--- src/rtl/bit_serializer.sv ---
// bit_serializer: parallel-to-serial bit source with a one-word holding register.
// Ports: clk, reset; din/din_valid/din_ready word input; bit_en strobe; outbit/bit_valid/last_bit serial output.
module bit_serializer #(
  parameter int unsigned WIDTH     = 8,
  parameter bit          MSB_FIRST = 1'b1,
  parameter logic        IDLE_BIT  = 1'b0
) (
  input  logic             clk,
  input  logic             reset,
  input  logic [WIDTH-1:0] din,
  input  logic             din_valid,
  output logic             din_ready,
  input  logic             bit_en,
  output logic             outbit,
  output logic             bit_valid,
  output logic             last_bit
);

  localparam int unsigned   CW   = $clog2(WIDTH);
  localparam logic [CW-1:0] LAST = CW'(WIDTH - 1);

  typedef enum logic {
    S_IDLE,
    S_SHIFT
  } state_e;

  state_e           state_q, state_d;
  logic [WIDTH-1:0] hold_q, hold_d;
  logic             hold_full_q, hold_full_d;
  logic [WIDTH-1:0] sreg_q, sreg_d;
  logic [CW-1:0]    cnt_q, cnt_d;

  logic             accept;
  logic             at_last;
  logic [WIDTH-1:0] sreg_shifted;

  // Ready depends only on the holding flag, so a word can only
  // be accepted while no transfer out of hold is possible.
  assign accept  = din_valid && !hold_full_q;
  assign at_last = (cnt_q == LAST);

  // Vacated bit is a don't-care; zero keeps it deterministic.
  assign sreg_shifted = MSB_FIRST ? (sreg_q << 1)
                                  : (sreg_q >> 1);

  always_comb begin
    state_d     = state_q;
    hold_d      = hold_q;
    hold_full_d = hold_full_q;
    sreg_d      = sreg_q;
    cnt_d       = cnt_q;

    unique case (state_q)
      S_IDLE: begin
        // Transfer does not wait for bit_en.
        if (hold_full_q) begin
          sreg_d      = hold_q;
          hold_full_d = 1'b0;
          cnt_d       = '0;
          state_d     = S_SHIFT;
        end
      end
      S_SHIFT: begin
        if (bit_en) begin
          if (!at_last) begin
            sreg_d = sreg_shifted;
            cnt_d  = cnt_q + CW'(1);
          end else if (hold_full_q) begin
            // Back-to-back reload: no idle bit between words.
            sreg_d      = hold_q;
            hold_full_d = 1'b0;
            cnt_d       = '0;
          end else begin
            state_d = S_IDLE;
          end
        end
      end
      default: state_d = S_IDLE;
    endcase

    // Never collides with a transfer: both need opposite
    // values of hold_full_q.
    if (accept) begin
      hold_d      = din;
      hold_full_d = 1'b1;
    end
  end

  always_ff @(posedge clk) begin
    if (reset) begin
      state_q     <= S_IDLE;
      hold_q      <= '0;
      hold_full_q <= 1'b0;
      sreg_q      <= '0;
      cnt_q       <= '0;
    end else begin
      state_q     <= state_d;
      hold_q      <= hold_d;
      hold_full_q <= hold_full_d;
      sreg_q      <= sreg_d;
      cnt_q       <= cnt_d;
    end
  end

  // Outputs decode registers only; no path from din/din_valid.
  assign din_ready = !hold_full_q;
  assign bit_valid = (state_q == S_SHIFT);
  assign last_bit  = bit_valid && at_last;

  always_comb begin
    outbit = IDLE_BIT;
    if (state_q == S_SHIFT) begin
      outbit = MSB_FIRST ? sreg_q[WIDTH-1] : sreg_q[0];
    end
  end

endmodule

--- config.mk ---
export PLATFORM = sky130hd
export DESIGN_NAME = bit_serializer
export DESIGN_NICKNAME = d
export VERILOG_FILES = /design/src/rtl/bit_serializer.sv
export SDC_FILE = /design/constraint.sdc
export NUM_CORES = 1
export LEC_CHECK = 0
export CAP_MARGIN = 10
export CORE_AREA = 2 2 46 57
export CTS_BUF_LIST = sky130_fd_sc_hd__clkbuf_8
export CTS_CLUSTER_SIZE = 30
export DETAILED_ROUTE_END_ITERATION = 10
export DIE_AREA = 0 0 48 59
export GPL_TIMING_DRIVEN = 0
export PLACE_DENSITY = 0.77
export SLEW_MARGIN = 20
export SYNTH_ARGS = -nofsm -noshare
export SYNTH_HDL_FRONTEND = slang
export SYNTH_SLANG_ARGS = --single-unit
export TNS_END_PERCENT = 20
--- constraint.sdc ---
create_clock -name clk -period 1.9 [get_ports clk]
set_input_delay 0.38 -clock clk [delete_from_list [all_inputs] [get_ports clk]]
set_output_delay 0.38 -clock clk [all_outputs]
set_load 0.01 [all_outputs]
Word-level counts from Yosys, hierarchy flattened. Index checks and enable logic that the tools add are counted.

Shift-type cells: 0. $mul: 0. Magnitude comparators: 0. Mux-type cells: 17. Equal/unequal tests: 4. Divide/modulo/power cells: 0. Add/subtract/negate cells: 1. Bitwise operators: 1. Reduce and logical (&&, ||, !) cells: 4.

Operators by type and width (number): 8-bit 2-to-1 mux (3); 8-bit one-hot mux with 2 select lines (1); 3-bit 2-to-1 mux (3); 1-bit 2-to-1 mux (7); 3-bit one-hot mux with 2 select lines (1); 1-bit one-hot mux with 2 select lines (2); 3-bit by 1-bit adder with 3-bit output, second input constant (1); 3-bit equality test, second input constant (1); 3-bit by 1-bit != test with 1-bit output, second input constant (1); 3-bit by 2-bit != test with 1-bit output, second input constant (1); 1-bit logical AND (2); 2-bit != test, second input constant (1); 2-bit AND reduction (1); 1-bit logical NOT (1); 1-bit NOT (1).

Word-level logic and storage cells: 32. Bits in writable memories: 0. Output and inout bits: 4. Input bits: 12. Register bits after elaboration: 21. Bits in latches: 0. Memories kept: 0. Memory bits (read-only): 0.

Depth between registers and ports, before layout.
Depth after elaboration: 5. Gate-level depth with buffers: 6. Gate-level depth less buffers: 5.

Least setup slack after synthesis. OpenSTA, ideal clock, no wires.

Path type: register -> register. Start: reg cnt_q[0]. End: reg sreg_q[1]. Library setup time: 58 ps. Required time: 1842 ps. Buffers on the path: 0. Cell stages (with the launch flop): 6. Path slack: 441 ps. Arrival time: 1401 ps. Period minus slack after synthesis: 1459 ps. Cells stage by stage: dfxtp_1 > ha_1 > ha_1 > nand2b_2 > a21oi_4 > o221a_2.

Word-level cells in the longest chain between the ends: 4.

Ends and longest elaborated chain: start: declaration (line 31) `logic [CW-1:0] cnt_q, cnt_d;`; start signal: assignment (line 101) `cnt_q <= cnt_d;`; 3-bit equality test (line 40) `assign at_last = (cnt_q == LAST);`; 8-bit 2-to-1 mux (line 65) `if (!at_last) begin`; 8-bit 2-to-1 mux (line 64) `if (bit_en) begin`; 8-bit one-hot mux with 2 select lines (line 53) `unique case (state_q)`; end signal: assignment (line 100) `sreg_q <= sreg_d;`; end: declaration (line 30) `logic [WIDTH-1:0] sreg_q, sreg_d;`.

No other way between the ends. The select of a mux whose other input is x is not followed. A chain may end at the register's enable or synchronous reset.

Worst setup path in the final report.
Start: reg hold_full_q. End: out din_ready.

Word-level cells in the longest chain between the ends: 1.

Ends and longest elaborated chain: start: declaration (line 29) `logic hold_full_q, hold_full_d;`; start signal: assignment (line 99) `hold_full_q <= hold_full_d;`; 1-bit logical NOT (line 106) `assign din_ready = !hold_full_q;`; end: declaration (line 12) `output logic din_ready,`.

No other way between the ends.

==> results.cfg <==
[status]
status = finished clean

[sta]
final-hold-violation-count = 0
skew_ns = 0.00196
slew_viol_final = 0
fin_crit_ns = 1.81
fmax_mhz = 553
min_period_over_period = 0.952
tns_ns = 0
slew_headroom = 0.728
setup_viol_count_final = 0
worst_slew_pin_slew_ns = 0.408
rsz0062_at_grt = no
finalWorstSetupSlack_ns = 0.0906

[finish]
diodes = 0
drive_above_1_share = 0.198
regArea_um2 = 423
mostFrequentLayoutCell = dfxtp_1
stdcell_area_mm2 = 0.00124
area_growth_pct = 26.8
final_nets = 147
fillers = 209
layout_common_cells = dfxtp_1, nand2_1, a21oi_1
utilization = 0.551
multi_input_area_um2 = 508

[setup_path]
crit_type = reg2out
worst-endpoint-arrival_ns = 1.43
rrSetupSlack_ns = 0.38
end_kind = primary output
worstPathCellList = buf_4, clkinvlp_4, clkdlybuf4s50_1
critPathMaxStageDelay_ns = 0.51
worstPathRequired_ns = 1.52
cp_slowest_cell = clkdlybuf4s50_1
cp_max_fo = 10
cp-start-kind = register

[floorplanning]
dieArea_mm2 = 0.00283
die_y_um = 59
die_w_um = 48
core.rowCount = 19
core-area_mm2 = 0.00226
ios = 16
start_util = 0.434

[synth]
ys.warnings.count = 0
synthTopCellsByArea = dfxtp_1, a21oi_1, nand2_1, o221a_2, ha_1
synth_area_leader_cell = dfxtp_1
syn_avg_cell_area_um2 = 8.84
yosysUniqueCellTypes = 29
syn_inst = 111
synth-edff-count = 0
ys_ff_latch = 21
synth_top_area_share = 0.429
synth_ff_type = dfxtp_1
synth_area_um2 = 981
synth_nets = 126
async_flop_share = 0
ys_seq_area_frac = 0.429

[global_route]
grt_remaining_overflow = 0
grt_max_degree = 13
grt_antenna_before_repair = 0
grt.total_usage = 0.149
grt_pass1_vias = 770
grt_pass1_wl_mm = 3.06

[placed_design]
post-place-ws_ns = 0.0711
gp_congestion = 0.703
hpwl_mm = 1.38
placed_area_mm2 = 0.00117
io_buffers = 15

[flow_run]
drv_cap = 0

[routing]
vias_per_cell = 5.05
postRouteAntennaNets = 0
wl_per_cell_um = 11.2
drc_errors = 0
drt-total-wl_mm = 1.82
first_iter_violations = 9
drt-pass1-iter-count = 4
via_count = 818

[clock_tree]
cts_inserted_buffers = 3
htreeDepth = 1
cts_buffer_depth = 2
ctsHoldBuffers = 0
cts_tree = yes
root_buffer = clkbuf_8
clock_sinks = 21
clk_latency_ns = 0.26
clk_pin_slew_ns = 0.08

[pwr]
power.total_uw = 924
power_leakage_uw = 0.000472
peakVddDrop_mv = 0.475
p_per_area_mw_per_mm2 = 743

[hold_path]
hold_path_class = reg2reg
==> repair_timing <==
item	CTS	global route
pin swaps	1	0
endpoints found under the hold margin	0	0
buffers inserted	1	0
resized for setup	6	1
setup endpoints to repair	1	1
==> flip-flops by register name, indices dropped and copies added (netlist names) <==
name / flops
hold_q: 8
sreg_q: 8
cnt_q: 3
bit_valid: 1
hold_full_q: 1
==> cell families after synthesis <==
group | Yosys count | share of synthesized area
simple gates | 40 | 0.202
flops | 21 | 0.429
mux | 2 | 0.0204
fa+ha+maj | 3 | 0.0383
compound gates | 31 | 0.242
buf+inv | 14 | 0.0689
==> where the power goes <==
group          switching, uW  internal [uW]
clock network            140            146
logic                   71.3           77.3
registers               18.9            470
==> cell usage after synthesis, types with 2 or more instances <==
library cell,count
o21ai_0,2
mux2i_1,2
ha_1,3
nand2b_1,3
o221a_2,4
and2_1,2
buf_2,3
a31oi_1,2
inv_1,8
nand3_1,5
nor2b_1,2
nor2_1,6
nand2_1,18
a221o_1,2
a21oi_1,15
dfxtp_1,21
==> metal layers <==
layer	wire length, um	GRT usage	vias to the layer above
met1	841	0.172	377
met5	0	0	-
met2	905	0.250	11
met4	44	0.0927	0
li1	-	-	426
met3	23	0.0183	4
==> cell type report <==
| class | instances | area share |
|---|---|---|
| inverters | 8 | 0.0272 |
| clock inverters | 1 | 0.00402 |
| clock buffers | 3 | 0.0332 |
| plain buffers | 6 | 0.0302 |
| multi-input cells | 76 | 0.408 |
| well taps | 31 | 0.0312 |
| flip-flops and latches | 21 | 0.340 |
| repair buffers | 16 | 0.126 |
==> path summary, 6_finish.rpt <==
check / cells past startpoint / start / to
hold / removal: 1 / cnt_q[0]$_SDFFE_PP0P_ / cnt_q[0]$_SDFFE_PP0P_
setup reg to reg: 5 / cnt_q[1]$_SDFFE_PP0P_ / sreg_q[4]$_SDFFE_PP0P_
hold reg to reg: 1 / cnt_q[0]$_SDFFE_PP0P_ / cnt_q[0]$_SDFFE_PP0P_
setup / recovery: 3 / hold_full_q$_SDFFE_PP0P_ / din_ready
==> critical path: cells and delay by family (launching register included) <==
family | cells | cell delay, ns
buffers and inverters | 3 | 0.86
flip-flops | 1 | 0.31
==> stage by stage <==
| stage | std cells | hold slack (ns) |
|---|---|---|
| finish | 162 | 0.445 |
| CTS | 162 | 0.449 |
| floorplan | 111 | 0.436 |
| detailed placement | 157 | 0.450 |
| global placement | 157 | 0.447 |
| global route | 162 | 0.457 |
Power figures use the tool's default switching activity.
